### src/rtl/regfile_arb_pkg.sv
// Shared types and default widths for the register file arbiter.
package regfile_arb_pkg;

    typedef enum logic [1:0] {
        OWN_NONE = 2'd0,
        OWN_CORE = 2'd1,
        OWN_DBG  = 2'd2
    } owner_e;

    localparam int ADDR_W = 3;
    localparam int DATA_W = 8;
    localparam int CNT_W  = 8;

endpackage

### src/rtl/regfile_arb_pick.sv
// Combinational next-owner selection for the register file arbiter.
// REGFILE_ARB_ROUND_ROBIN_EN selects round-robin contention; default is core over debug.
module regfile_arb_pick
    import regfile_arb_pkg::*;
(
    input  logic   core_req_i,
    input  logic   dbg_req_i,
    input  logic   core_lock_i,
    input  logic   dbg_lock_i,
    input  owner_e owner_i,
    input  owner_e last_i,
    output owner_e next_o,
    output logic   contended_o
);

    logic core_cand;
    logic dbg_cand;

    always_comb begin
        next_o    = OWN_NONE;
        // the current owner sits out one edge unless it holds a lock
        core_cand = core_req_i && (owner_i != OWN_CORE);
        dbg_cand  = dbg_req_i && (owner_i != OWN_DBG);
        if (owner_i == OWN_CORE && core_lock_i && core_req_i) begin
            next_o = OWN_CORE;
        end else if (owner_i == OWN_DBG && dbg_lock_i && dbg_req_i) begin
            next_o = OWN_DBG;
        end else if (core_cand && dbg_cand) begin
`ifdef REGFILE_ARB_ROUND_ROBIN_EN
            next_o = (last_i == OWN_CORE) ? OWN_DBG : OWN_CORE;
`else
            next_o = OWN_CORE;
`endif
        end else if (core_cand) begin
            next_o = OWN_CORE;
        end else if (dbg_cand) begin
            next_o = OWN_DBG;
        end
    end

    // only one owner can be picked, so two live requests always leave one waiting
    assign contended_o = core_req_i && dbg_req_i;

`ifndef REGFILE_ARB_ROUND_ROBIN_EN
    logic unused_last;
    assign unused_last = ^last_i;
`endif

endmodule

### src/rtl/regfile_arbiter.sv
// Arbitrates the register file port between the core path and the debug port.
// Define REGFILE_ARB_ROUND_ROBIN_EN for round-robin contention instead of core priority.
module regfile_arbiter
    import regfile_arb_pkg::*;
#(
    parameter int ADDR_W = regfile_arb_pkg::ADDR_W,
    parameter int DATA_W = regfile_arb_pkg::DATA_W,
    parameter int CNT_W  = regfile_arb_pkg::CNT_W
) (
    input  logic              clk,
    input  logic              reset,
    input  logic              halt,
    input  logic              core_req,
    input  logic              dbg_req,
    input  logic              core_lock,
    input  logic              dbg_lock,
    input  logic              core_we,
    input  logic              dbg_we,
    input  logic [ADDR_W-1:0] core_addr,
    input  logic [ADDR_W-1:0] dbg_addr,
    input  logic [DATA_W-1:0] core_wdata,
    input  logic [DATA_W-1:0] dbg_wdata,
    output logic              core_gnt,
    output logic              dbg_gnt,
    output logic [DATA_W-1:0] core_rdata,
    output logic [DATA_W-1:0] dbg_rdata,
    output logic              core_rvalid,
    output logic              dbg_rvalid,
    output logic [ADDR_W-1:0] rf_addr,
    output logic              rf_we,
    output logic [DATA_W-1:0] rf_wdata,
    input  logic [DATA_W-1:0] rf_rdata,
    output logic [CNT_W-1:0]  conflict_cnt
);

    owner_e            owner_q, owner_d;
    owner_e            last_q, last_d;
    logic [CNT_W-1:0]  cnt_q, cnt_d;
    logic [DATA_W-1:0] core_rdata_q, core_rdata_d;
    logic [DATA_W-1:0] dbg_rdata_q, dbg_rdata_d;
    logic              core_rvalid_q, core_rvalid_d;
    logic              dbg_rvalid_q, dbg_rvalid_d;
    logic              core_eff;
    logic              contended;

    assign core_eff = core_req && !halt;

    regfile_arb_pick u_pick (
        .core_req_i  (core_eff),
        .dbg_req_i   (dbg_req),
        .core_lock_i (core_lock),
        .dbg_lock_i  (dbg_lock),
        .owner_i     (owner_q),
        .last_i      (last_q),
        .next_o      (owner_d),
        .contended_o (contended)
    );

    always_comb begin
        last_d        = (owner_d != OWN_NONE) ? owner_d : last_q;
        cnt_d         = (contended && cnt_q != '1) ? cnt_q + CNT_W'(1) : cnt_q;
        core_rvalid_d = (owner_q == OWN_CORE) && !core_we;
        dbg_rvalid_d  = (owner_q == OWN_DBG) && !dbg_we;
        core_rdata_d  = core_rvalid_d ? rf_rdata : core_rdata_q;
        dbg_rdata_d   = dbg_rvalid_d ? rf_rdata : dbg_rdata_q;
    end

    // port mux follows the registered owner so reset kills a write immediately
    always_comb begin
        rf_we    = 1'b0;
        rf_addr  = '0;
        rf_wdata = '0;
        case (owner_q)
            OWN_CORE: begin
                rf_we    = core_we;
                rf_addr  = core_addr;
                rf_wdata = core_wdata;
            end
            OWN_DBG: begin
                rf_we    = dbg_we;
                rf_addr  = dbg_addr;
                rf_wdata = dbg_wdata;
            end
            default: ;
        endcase
    end

    always_ff @(posedge clk or posedge reset) begin
        if (reset) begin
            owner_q       <= OWN_NONE;
            last_q        <= OWN_DBG;
            cnt_q         <= '0;
            core_rdata_q  <= '0;
            dbg_rdata_q   <= '0;
            core_rvalid_q <= 1'b0;
            dbg_rvalid_q  <= 1'b0;
        end else begin
            owner_q       <= owner_d;
            last_q        <= last_d;
            cnt_q         <= cnt_d;
            core_rdata_q  <= core_rdata_d;
            dbg_rdata_q   <= dbg_rdata_d;
            core_rvalid_q <= core_rvalid_d;
            dbg_rvalid_q  <= dbg_rvalid_d;
        end
    end

    assign core_gnt     = (owner_q == OWN_CORE);
    assign dbg_gnt      = (owner_q == OWN_DBG);
    assign core_rdata   = core_rdata_q;
    assign dbg_rdata    = dbg_rdata_q;
    assign core_rvalid  = core_rvalid_q;
    assign dbg_rvalid   = dbg_rvalid_q;
    assign conflict_cnt = cnt_q;

endmodule

### config.mk
export PLATFORM = sky130hd
export DESIGN_NAME = regfile_arbiter
export DESIGN_NICKNAME = d
export VERILOG_FILES = /design/src/rtl/regfile_arb_pkg.sv /design/src/rtl/regfile_arb_pick.sv /design/src/rtl/regfile_arbiter.sv
export SDC_FILE = /design/constraint.sdc
export NUM_CORES = 1
export LEC_CHECK = 0
export ABC_CLOCK_PERIOD_IN_PS = 1880
export BUFFER_PORTS_ARGS = -buffer_cell sky130_fd_sc_hd__buf_2
export CAP_MARGIN = 20
export CORE_ASPECT_RATIO = 1.2
export CORE_UTILIZATION = 28
export CTS_CLUSTER_SIZE = 30
export DETAILED_ROUTE_END_ITERATION = 12
export GPL_ROUTABILITY_DRIVEN = 1
export SLEW_MARGIN = 10
export SYNTH_ARGS = -nofsm -noshare
export SYNTH_HDL_FRONTEND = slang
export SYNTH_SLANG_ARGS = --single-unit
### constraint.sdc
create_clock -name clk -period 1.88 [get_ports clk]
set_input_delay 0.376 -clock clk [delete_from_list [all_inputs] [get_ports clk]]
set_output_delay 0.376 -clock clk [all_outputs]
set_load 0.01 [all_outputs]
==> out/results.txt <==
Status: finished, final reports clean
# fillers: 462
Crit Path Class: reg -> out
HP Class: in -> async
Final Net Count: 245
Synth Warn #: 0
Worst setup SP type: flip-flop
Clk slew on worst S/H paths: 0.10 ns
DP HPWL: 2590 µm
Antenna Nets Post-Route: 0
DIE AREA: 5150 µm²
Initial DRC Count: 12
Global-route wire length before repair: 5310 µm
Fmax: 553 MHz
Post-Route WL: 3370 µm
Chip height: 78.4 µm
Syn_area_per_cell: 11.7 µm²
Max Cap Viol: 0
Root Buffer Master: clkbuf_8
Worst skew pair latency: 0.27 ns
Row cnt: 27
Actual slew at the worst max-slew pin: 0.418 ns
CTS hold repair buffers: 0
Mapped Nets: 160
Synth-to-layout area growth: 45.4%
Min Tclk post-route: 1.81 ns
CP required: 1.50 ns
Cell variety after synth: 27
Pwr/cell area: 976 nW/µm²
Share of the synthesized area in the top cell type: 51.5%
Pre-CTS setup slack: 0.185 ns
Number of vias per cell: 4.65
Relative slew slack: 72.2%
Leakage: 1.00 nW
CP endpoint kind: primary output
Initial Util: 29.4%
Seq cells post-synth: 28
GPL Wtd Cong: 0.712
Max Buffers Root-to-Sink: 2
Largest area contributor in the netlist: dfrtp_1
Drc violations: 0
Dominant synthesized flop cell: dfrtp_1
Synth Cell Area: 1360 µm²
Antenna violations before repair: 0
Share of layout cells above drive strength 1: 59.5%
Post-synth EDFFs: 0
# IOs: 79
Largest cells by area after synthesis: dfrtp_1, mux2_2, a22oi_1, ha_1, nor2_1
Gate Count Post-Synth: 116
Initial DRT Pass Iterations: 2
CTS tree: yes
Layout Skew: 0.00310 ns
Ant. Diodes: 0
Final setup vio count: 0
Final worst setup slack: 0.0724 ns
Hold Vio Cnt, Final: 0
Fin crit share: 96.1%
Core ar.: 4630 µm²
Largest net degree at the start of global routing: 29
WL/cell: 13.1 µm
GRT overflow: 0
Htree depth: 1
Setup TNS: 0 ns
FFs w/ async S/R, synth: 100%
Max Slew Vio Count: 0
CP max FO: 12
Most numerous cell in the Yosys netlist: dfrtp_1
Most instantiated cells after synthesis: dfrtp_1, mux2_2, nor2_1, a22oi_1
RSZ-0062 raised after global routing: false
Register area share after synthesis: 51.5%
Input/output buffers: 78
TritonCTS buffer count: 3
Clk sinks: 28
Worst path arrival time: 1.43 ns
Peak VDD IR: 0.419 mV
Vias in the first global route: 1149
Vias: 1200
Die Wd: 65.7 µm
Tot GR Track Use: 13.5%
[power breakdown]
| part | internal (W) | switching, W |
|---|---|---|
| sequential | 0.000750 | 0.000107 |
| combinational | 0.000310 | 0.000294 |
| clock | 0.000285 | 0.000186 |
[cell families (layout without fill, tap and decap cells)]
group / Yosys count / after routing / synth area share, %
AND/OR/NAND/NOR: 29 / 29 / 11.4
adder cells (fa/ha/maj): 5 / 5 / 4.60
AO/OA/AOI/OAI: 21 / 21 / 11.0
flip-flops: 28 / 28 / 51.5
multiplexers: 19 / 19 / 16.0
XOR/XNOR: 4 / 4 / 2.57
buffers and inverters: 10 / 94 / 2.94
[per-stage QoR]
step | hold slack, ns | total power (W) | util, % | instances | area, µm²
after detailed placement | 0.463 | 0.00145 | 39.6 | 251 | 1830
after CTS | 0.158 | 0.00193 | 41.3 | 255 | 1910
final | 0.150 | 0.00193 | 42.8 | 258 | 1980
after global routing | 0.183 | 0.00207 | 42.8 | 258 | 1980
after floorplan | 0.441 | 0.00118 | - | 116 | 1360
after global placement | 0.465 | 0.00144 | 39.6 | 251 | 1830
[per-layer routing]
metal | share of wire [%] | vias up | track usage, %
li1 | - | 577 | -
met1 | 40 | 568 | 15.2
met2 | 52 | 53 | 24.6
met3 | 7.1 | 2 | 2.91
met4 | 0.53 | 0 | 3.91
met5 | 0 | - | 0
[cells in the final DEF, fill, tap and decap left out, types with 2 or more instances in the layout]
cell type,count
nand2b_1,3
buf_2,78
nor2_1,15
mux2_2,17
inv_2,2
a22oi_1,9
inv_1,3
dfrtp_1,28
ha_4,3
a21oi_1,4
a22oi_2,3
xnor2_1,4
nand2_1,3
buf_4,7
clkbuf_8,3
ha_1,2
[sequential cells by signal (all words and copies together) (netlist names)]
signal and cells:
core_rvalid 1, core_rdata 8, dbg_rvalid 1, dbg_rdata 8
owner_q 2, conflict_cnt 8
[what timing repair did]
item,4_1_cts,5_1_grt
resized for setup,2,9
pin swaps,0,1
endpoints found under the setup margin,12,12
buffers inserted,0,3
hold endpoints to repair,0,0
[worst max-delay path, stage by stage, from the launching register on]
cell and delay [ns]:
dfrtp_1 0.42, buf_4 0.15, ha_4 0.20, a22oi_1 0.19, nor2_1 0.07, buf_2 0.14
[final timing paths]
kind	from	endpoint	slack (ns)	cells past startpoint
hold / removal	reset	core_rdata[3]	0.15	3
hold reg to reg	core_rdata[4]	core_rdata[4]	0.51	1
setup reg to reg	conflict_cnt[0]	conflict_cnt[6]	0.32	5
setup / recovery	owner_q[1]	rf_wdata[2]	0.07	5
max in group asynchronous	reset	dbg_rdata[7]	1.47	3
min in group clk	rf_rdata[5]	dbg_rdata[5]	0.34	2
[final cells by class]
type	instances	area [µm²]	share of cell area, %
Clock buffer	3	41.3	2.09
Sequential cell	28	701	35.4
Timing Repair Buffer	85	443	22.4
Inverter	5	18.8	0.948
Tap cell	58	72.6	3.67
Clock inverter	1	30.0	1.52
Multi-Input combinational cell	78	673	34.0
No activity file was read; power rests on OpenSTA's default activity.
